File: config.mk
export PLATFORM = sky130hd
export DESIGN_NAME = wb_watchdog_flat
export DESIGN_NICKNAME = d
export VERILOG_FILES = /design/src/rtl/wb_watchdog_if.sv /design/src/rtl/wb_watchdog.sv /design/src/flat_wrapper.sv
export SDC_FILE = /design/constraint.sdc
export NUM_CORES = 1
export LEC_CHECK = 0
export ABC_AREA = 0
export BUFFER_PORTS_ARGS = -buffer_cell sky130_fd_sc_hd__buf_4
export CORE_MARGIN = 2
export CORE_UTILIZATION = 57
export DETAILED_ROUTE_END_ITERATION = 8
export PLACE_DENSITY = 0.87
export SYNTH_ARGS = -nofsm -noshare
export SYNTH_HDL_FRONTEND = slang
export SYNTH_SLANG_ARGS = --single-unit
File: constraint.sdc
create_clock -name clk_i -period 3.6 [get_ports clk_i]
set_clock_uncertainty 0.2 [all_clocks]
set_input_delay 0.36 -clock clk_i [delete_from_list [all_inputs] [get_ports clk_i]]
set_output_delay 0.36 -clock clk_i [all_outputs]
set_load 0.03 [all_outputs]
File: src/rtl/wb_watchdog_if.sv
// Wishbone slave bus bundle for wb_watchdog; signal names follow the original port list.
interface wb_watchdog_if;
  logic [3:0]  wb_adr_i;
  logic [31:0] wb_dat_i;
  logic [31:0] wb_dat_o;
  logic [3:0]  wb_sel_i;
  logic        wb_we_i;
  logic        wb_cyc_i;
  logic        wb_stb_i;
  logic        wb_ack_o;

  modport master (
    output wb_adr_i, wb_dat_i, wb_sel_i, wb_we_i, wb_cyc_i, wb_stb_i,
    input  wb_dat_o, wb_ack_o
  );

  modport slave (
    input  wb_adr_i, wb_dat_i, wb_sel_i, wb_we_i, wb_cyc_i, wb_stb_i,
    output wb_dat_o, wb_ack_o
  );
endinterface

File: src/rtl/wb_watchdog.sv
// Wishbone watchdog timer and reset-request source.
// Optional pre-timeout warning interrupt is built when WDT_WARN_IRQ_EN is defined.
module wb_watchdog #(
  parameter int unsigned CNT_W         = 32,
  parameter int unsigned RST_PULSE_LEN = 16,
  parameter logic [31:0] KICK_KEY      = 32'h0000_5A5A
) (
  input  logic         clk_i,
  input  logic         rst_i,
  wb_watchdog_if.slave wb,
  output logic         rst_req_o,
  output logic         irq_o
);
  typedef enum logic [1:0] {IDLE, RUN, FIRE, HOLD} state_t;
  localparam int unsigned PW = $clog2(RST_PULSE_LEN + 1);

  state_t           state;
  logic             en, lock, ack, irq;
  logic [CNT_W-1:0] load, count;
  logic [PW-1:0]    pulse;
  logic [31:0]      dat_r, rd_val;
  logic             access, wr, wr_ctrl, wr_load, wr_kick;
  logic             swrst, kick_ok, kick_bad, en_set, dis, live;
  logic             unused;

  assign access   = wb.wb_cyc_i & wb.wb_stb_i & ~ack;
  assign wr       = access & wb.wb_we_i;
  assign wr_ctrl  = wr & (wb.wb_adr_i[3:2] == 2'd0);
  assign wr_load  = wr & (wb.wb_adr_i[3:2] == 2'd1);
  assign wr_kick  = wr & (wb.wb_adr_i[3:2] == 2'd2);
  assign swrst    = wr_ctrl & wb.wb_dat_i[8];
  assign kick_ok  = wr_kick & (wb.wb_dat_i == KICK_KEY);
  assign kick_bad = wr_kick & (wb.wb_dat_i != KICK_KEY);
  assign en_set   = wr_ctrl & ~lock & wb.wb_dat_i[0];
  assign dis      = wr_ctrl & ~lock & ~wb.wb_dat_i[0];
  assign live     = (state == IDLE) || (state == RUN);
  assign unused   = ^{wb.wb_sel_i, wb.wb_adr_i[1:0]};

  assign wb.wb_ack_o = ack;
  assign wb.wb_dat_o = dat_r;
  assign irq_o       = irq;

  always_comb begin
    rd_val = '0;
    unique case (wb.wb_adr_i[3:2])
      2'd0: begin
        rd_val[0]  = en;
        rd_val[1]  = lock;
        rd_val[16] = (state == FIRE) || (state == HOLD);
        rd_val[17] = irq;
      end
      2'd1:    rd_val[CNT_W-1:0] = load;
      2'd3:    rd_val[CNT_W-1:0] = count;
      default: rd_val = '0;
    endcase
  end

  always_ff @(posedge clk_i) begin
    if (rst_i) begin
      state     <= IDLE;
      en        <= 1'b0;
      lock      <= 1'b0;
      load      <= '0;
      count     <= '0;
      pulse     <= '0;
      ack       <= 1'b0;
      dat_r     <= '0;
      rst_req_o <= 1'b0;
    end else begin
      ack       <= access;
      dat_r     <= access ? rd_val : '0;
      // Request trails the state by one edge, so it is high exactly while FIRE was held.
      rst_req_o <= (state == FIRE);

      if (wr_ctrl && live && !lock && !swrst) begin
        en   <= wb.wb_dat_i[0];
        lock <= wb.wb_dat_i[1];
      end
      if (wr_load && live && !lock) load <= wb.wb_dat_i[CNT_W-1:0];

      unique case (state)
        IDLE: begin
          if (swrst) begin
            state <= FIRE;
            pulse <= '0;
          end else if (en_set) begin
            state <= RUN;
            count <= load;
          end
        end
        RUN: begin
          if (swrst || kick_bad) begin
            state <= FIRE;
            pulse <= '0;
          end else if (kick_ok) begin
            count <= load;
          end else if (dis) begin
            state <= IDLE;
          end else if (count == '0) begin
            state <= FIRE;
            pulse <= '0;
          end else begin
            count <= count - CNT_W'(1);
          end
        end
        FIRE: begin
          if (pulse == PW'(RST_PULSE_LEN - 1)) state <= HOLD;
          else pulse <= pulse + PW'(1);
        end
        HOLD: state <= HOLD;
      endcase
    end
  end

`ifdef WDT_WARN_IRQ_EN
  always_ff @(posedge clk_i) begin
    if (rst_i) irq <= 1'b0;
    else       irq <= (state == RUN) && (count <= (load >> 1));
  end
`else
  assign irq = 1'b0;
`endif
endmodule

File: src/flat_wrapper.sv
// flat-port wrapper written by rule: the top's interface ports become plain ports
module wb_watchdog_flat 
#(
  parameter int unsigned CNT_W         = 32,
  parameter int unsigned RST_PULSE_LEN = 16,
  parameter logic [31:0] KICK_KEY      = 32'h0000_5A5A
)
  (clk_i, rst_i, rst_req_o, irq_o, wb_wb_adr_i, wb_wb_dat_i, wb_wb_sel_i, wb_wb_we_i, wb_wb_cyc_i, wb_wb_stb_i, wb_wb_dat_o, wb_wb_ack_o);
  wb_watchdog_if wb_i ();
  input  logic clk_i;
  input  logic rst_i;
  output logic rst_req_o;
  output logic irq_o;
  input wire logic [$bits(wb_i.wb_adr_i)-1:0] wb_wb_adr_i;
  input wire logic [$bits(wb_i.wb_dat_i)-1:0] wb_wb_dat_i;
  input wire logic [$bits(wb_i.wb_sel_i)-1:0] wb_wb_sel_i;
  input wire logic [$bits(wb_i.wb_we_i)-1:0] wb_wb_we_i;
  input wire logic [$bits(wb_i.wb_cyc_i)-1:0] wb_wb_cyc_i;
  input wire logic [$bits(wb_i.wb_stb_i)-1:0] wb_wb_stb_i;
  output wire logic [$bits(wb_i.wb_dat_o)-1:0] wb_wb_dat_o;
  output wire logic [$bits(wb_i.wb_ack_o)-1:0] wb_wb_ack_o;
  assign wb_i.wb_adr_i = wb_wb_adr_i;
  assign wb_i.wb_dat_i = wb_wb_dat_i;
  assign wb_i.wb_sel_i = wb_wb_sel_i;
  assign wb_i.wb_we_i = wb_wb_we_i;
  assign wb_i.wb_cyc_i = wb_wb_cyc_i;
  assign wb_i.wb_stb_i = wb_wb_stb_i;
  assign wb_wb_dat_o = wb_i.wb_dat_o;
  assign wb_wb_ack_o = wb_i.wb_ack_o;
  wb_watchdog #(.CNT_W(CNT_W), .RST_PULSE_LEN(RST_PULSE_LEN), .KICK_KEY(KICK_KEY)) u_core (.clk_i(clk_i), .rst_i(rst_i), .wb(wb_i), .rst_req_o(rst_req_o), .irq_o(irq_o));
endmodule
==> results of run 1 <==
[Yosys cell counts, drive strengths merged, types with 10 or more instances]
| library cell | n |
|---|---|
| nand2 | 111 |
| dfxtp | 107 |
| nor2 | 58 |
| a21oi | 49 |
| mux2i | 34 |
| clkbuf | 30 |
| nor3 | 18 |
| nor4 | 18 |
| a32o | 15 |
| inv | 15 |
| nand3 | 14 |
| o21ai | 13 |
| nand4 | 12 |
| buf | 11 |
| o31ai | 10 |
[power groups by stage]
stage	Sequential, mW	Combinational, mW	Clock [mW]
3_5_place_dp	1.26	0.745	0
6_report	1.23	0.774	0.762
3_3_place_gp	1.25	0.715	0
5_1_grt	1.23	0.836	0.812
2_1_floorplan	1.25	0.531	0
4_1_cts	1.23	0.751	0.764
[state kept, by name, summed over array words and instances (netlist names)]
signal              cells
u_core.load            32
u_core.en               1
u_core.pulse            5
u_core.lock             1
u_core.wb.wb_dat_o     32
u_core.state            2
u_core.rst_req_o        1
u_core.wb.wb_ack_o      1
u_core.count           32
[area by class of cell]
class / count / area (µm²) / area share
clock inverters: 5 / 61.3 / 0.0102
well taps: 108 / 135 / 0.0226
flip-flops and latches: 107 / 2140 / 0.358
repair buffers: 85 / 638 / 0.107
inverters: 15 / 56.3 / 0.00941
clock buffers: 10 / 138 / 0.0230
multi-input cells: 457 / 2810 / 0.470
[stage by stage]
step / setup WS, ns / area, µm² / total power, mW / utilization
floorplan: 0.987 / 5180 / 1.78 / -
global placement: 0.385 / 5780 / 1.97 / 0.660
detailed placement: 0.182 / 5780 / 2.00 / 0.660
CTS: 0.435 / 5980 / 2.74 / 0.683
global route: 0.129 / 5980 / 2.88 / 0.683
finish: 0.359 / 5980 / 2.76 / 0.683
[layer usage]
layer,vias to the layer above,global-route usage
met1,2317,0.392
met5,-,0
met3,38,0.0422
met4,0,0.126
li1,2362,-
met2,290,0.455
[how the worst max path moves through the flow]
stage | end | slack [ns] | cells after the start
2_1_floorplan | u_core.count[17] | 0.99 | 9
3_3_place_gp | u_core.count[23] | 0.38 | 8
3_5_place_dp | u_core.count[27] | 0.18 | 8
4_1_cts | u_core.count[27] | 0.44 | 8
5_1_grt | u_core.count[3] | 0.13 | 8
6_report | u_core.count[23] | 0.36 | 8
[worst min-delay path, stage by stage]
cell     delay, ns
buf_4         0.11
nand2_1       0.04
a21oi_1       0.05
[logic make-up after synthesis]
kind of cell / count (synthesis) / share of synthesized area
adders and majority gates: 7 / 0.0169
and+or+nand+nor: 276 / 0.271
other: 1 / 0.000724
muxes: 35 / 0.0679
DFF: 107 / 0.414
AOI/OAI and AO/OA: 138 / 0.185
buffers and inverters: 56 / 0.0440
==> reports/metrics.csv, run 1 <==
stage,metric,value,unit
synthesis,yosysSeqAreaShare,0.414,
cts,cts.hold.buffers_added,0,
sta,hold_viol,0,
worst_setup_path,crit_chain,inv_1 -> ha_1 -> nor4b_2 -> and4b_2 -> nand4_4 -> a21oi_1 -> nor3_2 -> a32o_1,
sta,slew_viol_final,0,
route,viasPerCell,6.36,
min_path,worstHoldPathCells,3,
worst_setup_path,crit_type,reg2reg,
worst_setup_path,cp_slowest_cell,a21oi_1,
cts,htreeDepth,3,
placement,port_buffers,72,
power,p_switching,961,µW
cts,clk_latency,0.38,ns
power,clock_power_share,0.276,
worst_setup_path,worstPathMaxFanout,16,
floorplan,num_rows,34,
placement,dp_cells,772,
worst_setup_path,crit_arrival,3.32,ns
sta,fmax,0.309,GHz
sta,worst_slew_pin_slew,1.44,ns
synthesis,ys_types,65,
worst_setup_path,crit_family,simple AND/OR/NAND/NOR gates,
synthesis,synth_area_leaders,"dfxtp_1 41%, nand2_1 8.0%, mux2i_1 6.6%, a21oi_1 4.7%, nor2_1 4.2%",
synthesis,synth_top_cell_area_share,0.414,
worst_setup_path,cp_slowest_stage_delay,0.60,ns
route,initialDrtViolationCount,506,
global_route,grt_pass1_vias,4783,
cells_and_area,nNetsFinal,727,
worst_setup_path,crit_buf_inv,1,
sta,final.setup.tns,0,ns
synthesis,yosys.area.top_type,dfxtp_1,
cells_and_area,n_antenna_cell,0,
route,route.met3.wl,1320,µm
floorplan,io_pins,80,
cells_and_area,final_common_cell,nand2_1,
synthesis,yosys_warnings,0,
sta,rsz0062_at_grt,false,
worst_setup_path,cp-end-kind,flip-flop,
route,met1_length,5770,µm
cts,cts.sinks,107,
power,static-leakage-power,2.29,nW
route,wl_met2,6580,µm
floorplan,core_area,0.00876,mm²
worst_setup_path,crit_required,3.67,ns
global_route,grt_antenna_before_repair,0,
power,p_per_area,462,mW/mm²
floorplan,dieArea,0.00986,mm²
cells_and_area,final_cells,787,
route,drc,0,
worst_setup_path,r2r_end,u_core.count[23],
worst_setup_path,r2r_slack,0.36,ns
route,via_count,5007,
route,top_layer_used,met4,
min_path,hold_path_end,u_core.load[3],
route,firstDrtPassIters,6,
cts,clockBufferDepth,2,
cts,clk_pin_slew_worst_paths,0.10,ns
sta,post-route-min-period,3.24,ns
sta,setup_viol,0,
synthesis,synth_edf_count,0,
route,drt-wirelength-per-cell,17.8,µm
cells_and_area,final_cell_mix,"111 x nand2_1, 107 x dfxtp_1, 85 x buf_4",
floorplan,initial_utilization,0.591,
power,pwr-share-seq,0.444,
cts,numCtsBuffers,9,
min_path,worstHoldPathType,in2reg,
power,swShare,0.347,
synthesis,synth_fp_nets,672,
worst_setup_path,r2r-start,u_core.count[0],
global_route,track_usage,0.287,
worst_setup_path,ff2ff_path_depth,8,
power,combPwrFrac,0.280,
placement,dpl.hpwl,9850,µm
sta,hold_ws,0.0252,ns
synthesis,synthCells,620,
floorplan,die_y,99.3,µm
cts,cts_tree,yes,
power,intPower,1.80,mW
synthesis,synthesis.area,0.00518,mm²
worst_setup_path,startpoint_type,flip-flop,
cts,postCtsSetupBuffers,0,
flow_run,cap_violations,0,
cts,clockRootBuffer,clkbuf_8,
min_path,min_from,wb_wb_dat_i[3],
global_route,grt_max_degree,53,
cts,cts_resized,0,
worst_setup_path,cp-startpoint,u_core.count[0],
global_route,grt_pass1_wl,22900,µm
power,ir_drop,0.000268,V
sta,slew_headroom,0.0402,
cells_and_area,area_delta_synth_final,15.6,%
synthesis,ys.flop_type,dfxtp_1,
synthesis,synth.avg_cell_area,8.35,µm²
sta,post-route-period-util,0.900,
route,drt_wl_total,14000,µm
route,ant_nets,0,
synthesis,synthArstFlopShare,0,
floorplan,die_w,99.3,µm
cells_and_area,final_layout_size_suffix_gt1_frac,0.175,
status,status,completed,
synthesis,ys_ff_latch,107,
global_route,grt_overflow,0,
placement,gp_congestion,0.934,
cells_and_area,n_fill_cell,705,
Note: power is estimated with default switching activity, not from simulation.
==> inputs of run 2 (changes only) <==
CAP_MARGIN = 40   (was unset)
HOLD_SLACK_MARGIN = 0.06   (was unset)
==> reports/metrics.csv, run 2 (same netlist as run 1, synthesis figures left out) <==
stage,metric,value,unit
global_route,grt_antenna_before_repair,0,
placement,dpl.hpwl,10100,µm
worst_setup_path,cp-startpoint,wb_wb_dat_i[26],
power,p_per_area,444,mW/mm²
sta,hold_ws,0.0606,ns
route,ant_nets,0,
placement,placed_cell_area,0.00582,mm²
power,power,2.79,mW
cells_and_area,final_cell_area,0.00628,mm²
worst_setup_path,startpoint_type,primary input,
cells_and_area,final_cells,816,
cells_and_area,final_layout_size_suffix_gt1_frac,0.171,
cts,clk_pin_slew_worst_paths,0.10,ns
global_route,track_usage,0.302,
sta,final.setup.tns,0,ns
cts,clk_latency,0.38,ns
cts,numCtsBuffers,9,
cts,cts_tree,yes,
cts,clockBufferDepth,2,
min_path,worstHoldPathType,in2reg,
cts,cts.sinks,107,
cts,htreeDepth,3,
route,drc,0,
flow_run,cap_violations,0,
floorplan,io_pins,80,
worst_setup_path,r2r_end,u_core.count[27],
power,intPower,1.81,mW
worst_setup_path,r2r_slack,0.31,ns
power,p_switching,978,µW
worst_setup_path,crit_required,3.66,ns
floorplan,core_area,0.00876,mm²
power,swShare,0.351,
status,status,completed,
sta,hold_viol,0,
route,drt-wirelength-per-cell,18.3,µm
cells_and_area,n_fill_cell,673,
route,initialDrtViolationCount,634,
worst_setup_path,crit_arrival,3.48,ns
floorplan,die_y,99.3,µm
power,ir_drop,0.000214,V
worst_setup_path,cp-end-kind,flip-flop,
route,firstDrtPassIters,5,
cells_and_area,nNetsFinal,756,
cells_and_area,area_delta_synth_final,21.3,%
placement,dp_cells,775,
global_route,grt_pass1_vias,5011,
global_route,grt_pass1_wl,24000,µm
worst_setup_path,worstPathMaxFanout,17,
cells_and_area,final_cell_mix,"111 x nand2_1, 107 x dfxtp_1, 85 x buf_4",
power,clock_power_share,0.268,
route,viasPerCell,6.33,
cts,postCtsSetupBuffers,0,
power,combPwrFrac,0.291,
sta,setup_viol,0,
sta,post-route-period-util,0.949,
cells_and_area,final_common_cell,nand2_1,
floorplan,initial_utilization,0.591,
power,static-leakage-power,2.42,nW
placement,port_buffers,72,
cells_and_area,n_antenna_cell,0,
min_path,worstHoldPathCells,3,
sta,slew_viol_final,0,
sta,layout_setup_ws,0.185,ns
cells_and_area,multi_input_area,0.00282,mm²
sta,fmax,0.293,GHz
placement,post-place-ws,0.369,ns
floorplan,num_rows,34,
global_route,grt_overflow,0,
worst_setup_path,cp-endpoint,u_core.count[28],
floorplan,dieArea,0.00986,mm²
route,via_count,5163,
placement,gp_congestion,0.934,
sta,post-route-min-period,3.41,ns
floorplan,die_w,99.3,µm
sta,worst_slew_pin_slew,0.828,ns
cells_and_area,register_area,0.00214,mm²
sta,rsz0062_at_grt,false,
cells_and_area,post-route-util,0.716,
worst_setup_path,ff2ff_path_depth,9,
worst_setup_path,r2r-start,u_core.count[0],
route,drt_wl_total,14900,µm
worst_setup_path,crit_type,in2reg,
cts,clockRootBuffer,clkbuf_8,
global_route,grt_max_degree,53,
power,pwr-share-seq,0.441,
sta,slew_headroom,0.448,
run 2: cell types whose count changed in the layout (fill, tap and decap cells not counted), sizes merged:
| cell | change |
|---|---|
| dlygate4sd3 | +26 |
| buf | +3 |
run 2: how the worst min path moves through the flow:
| stage | startpoint | to |
|---|---|---|
| global route | wb_wb_dat_i[31] | u_core.load[31] |
| floorplan | u_core.pulse[4] | u_core.pulse[4] |
| detailed placement | u_core.load[11] | u_core.load[11] |
| finish | wb_wb_dat_i[27] | u_core.load[27] |
| CTS | wb_wb_dat_i[27] | u_core.load[27] |
| global placement | u_core.pulse[4] | u_core.pulse[4] |
run 2: cell type report:
cell class	count	area share
clock inverter	5	0.0102
timing repair buffer	114	0.149
inverter	15	0.00897
clock buffer	10	0.0203
tap	108	0.0215
multi-input combinational	457	0.449
sequential	107	0.341
run 2: critical path: stages:
cell and delay (ns):
dlygate4sd3_1 0.54, buf_4 0.14, nor4_1 0.48, nand4_1 0.34, o21ai_1 0.33, o22a_1 0.22, buf_4 0.25, nand3_1 0.45
o32ai_1 0.35
run 2: power by group through the flow:
| stage | clock [mW] | combinational (mW) | sequential, mW |
|---|---|---|---|
| 2_1_floorplan | 0 | 0.531 | 1.25 |
| 3_3_place_gp | 0 | 0.715 | 1.25 |
| 3_5_place_dp | 0 | 0.750 | 1.25 |
| 4_1_cts | 0.749 | 0.779 | 1.23 |
| 5_1_grt | 0.796 | 0.870 | 1.23 |
| 6_report | 0.748 | 0.812 | 1.23 |
run 2: metal layers:
metal,global-route usage,vias up,wire length (µm)
met5,0,-,0
met4,0.133,0,450
met3,0.0506,49,1340
met2,0.489,288,7090
met1,0.398,2403,6050
li1,-,2423,-
run 2: what timing repair did:
item                       CTS  global route
setup endpoints to repair    0             6
hold buffers                26             0
resized for setup            0             1
hold endpoints to repair    26             0
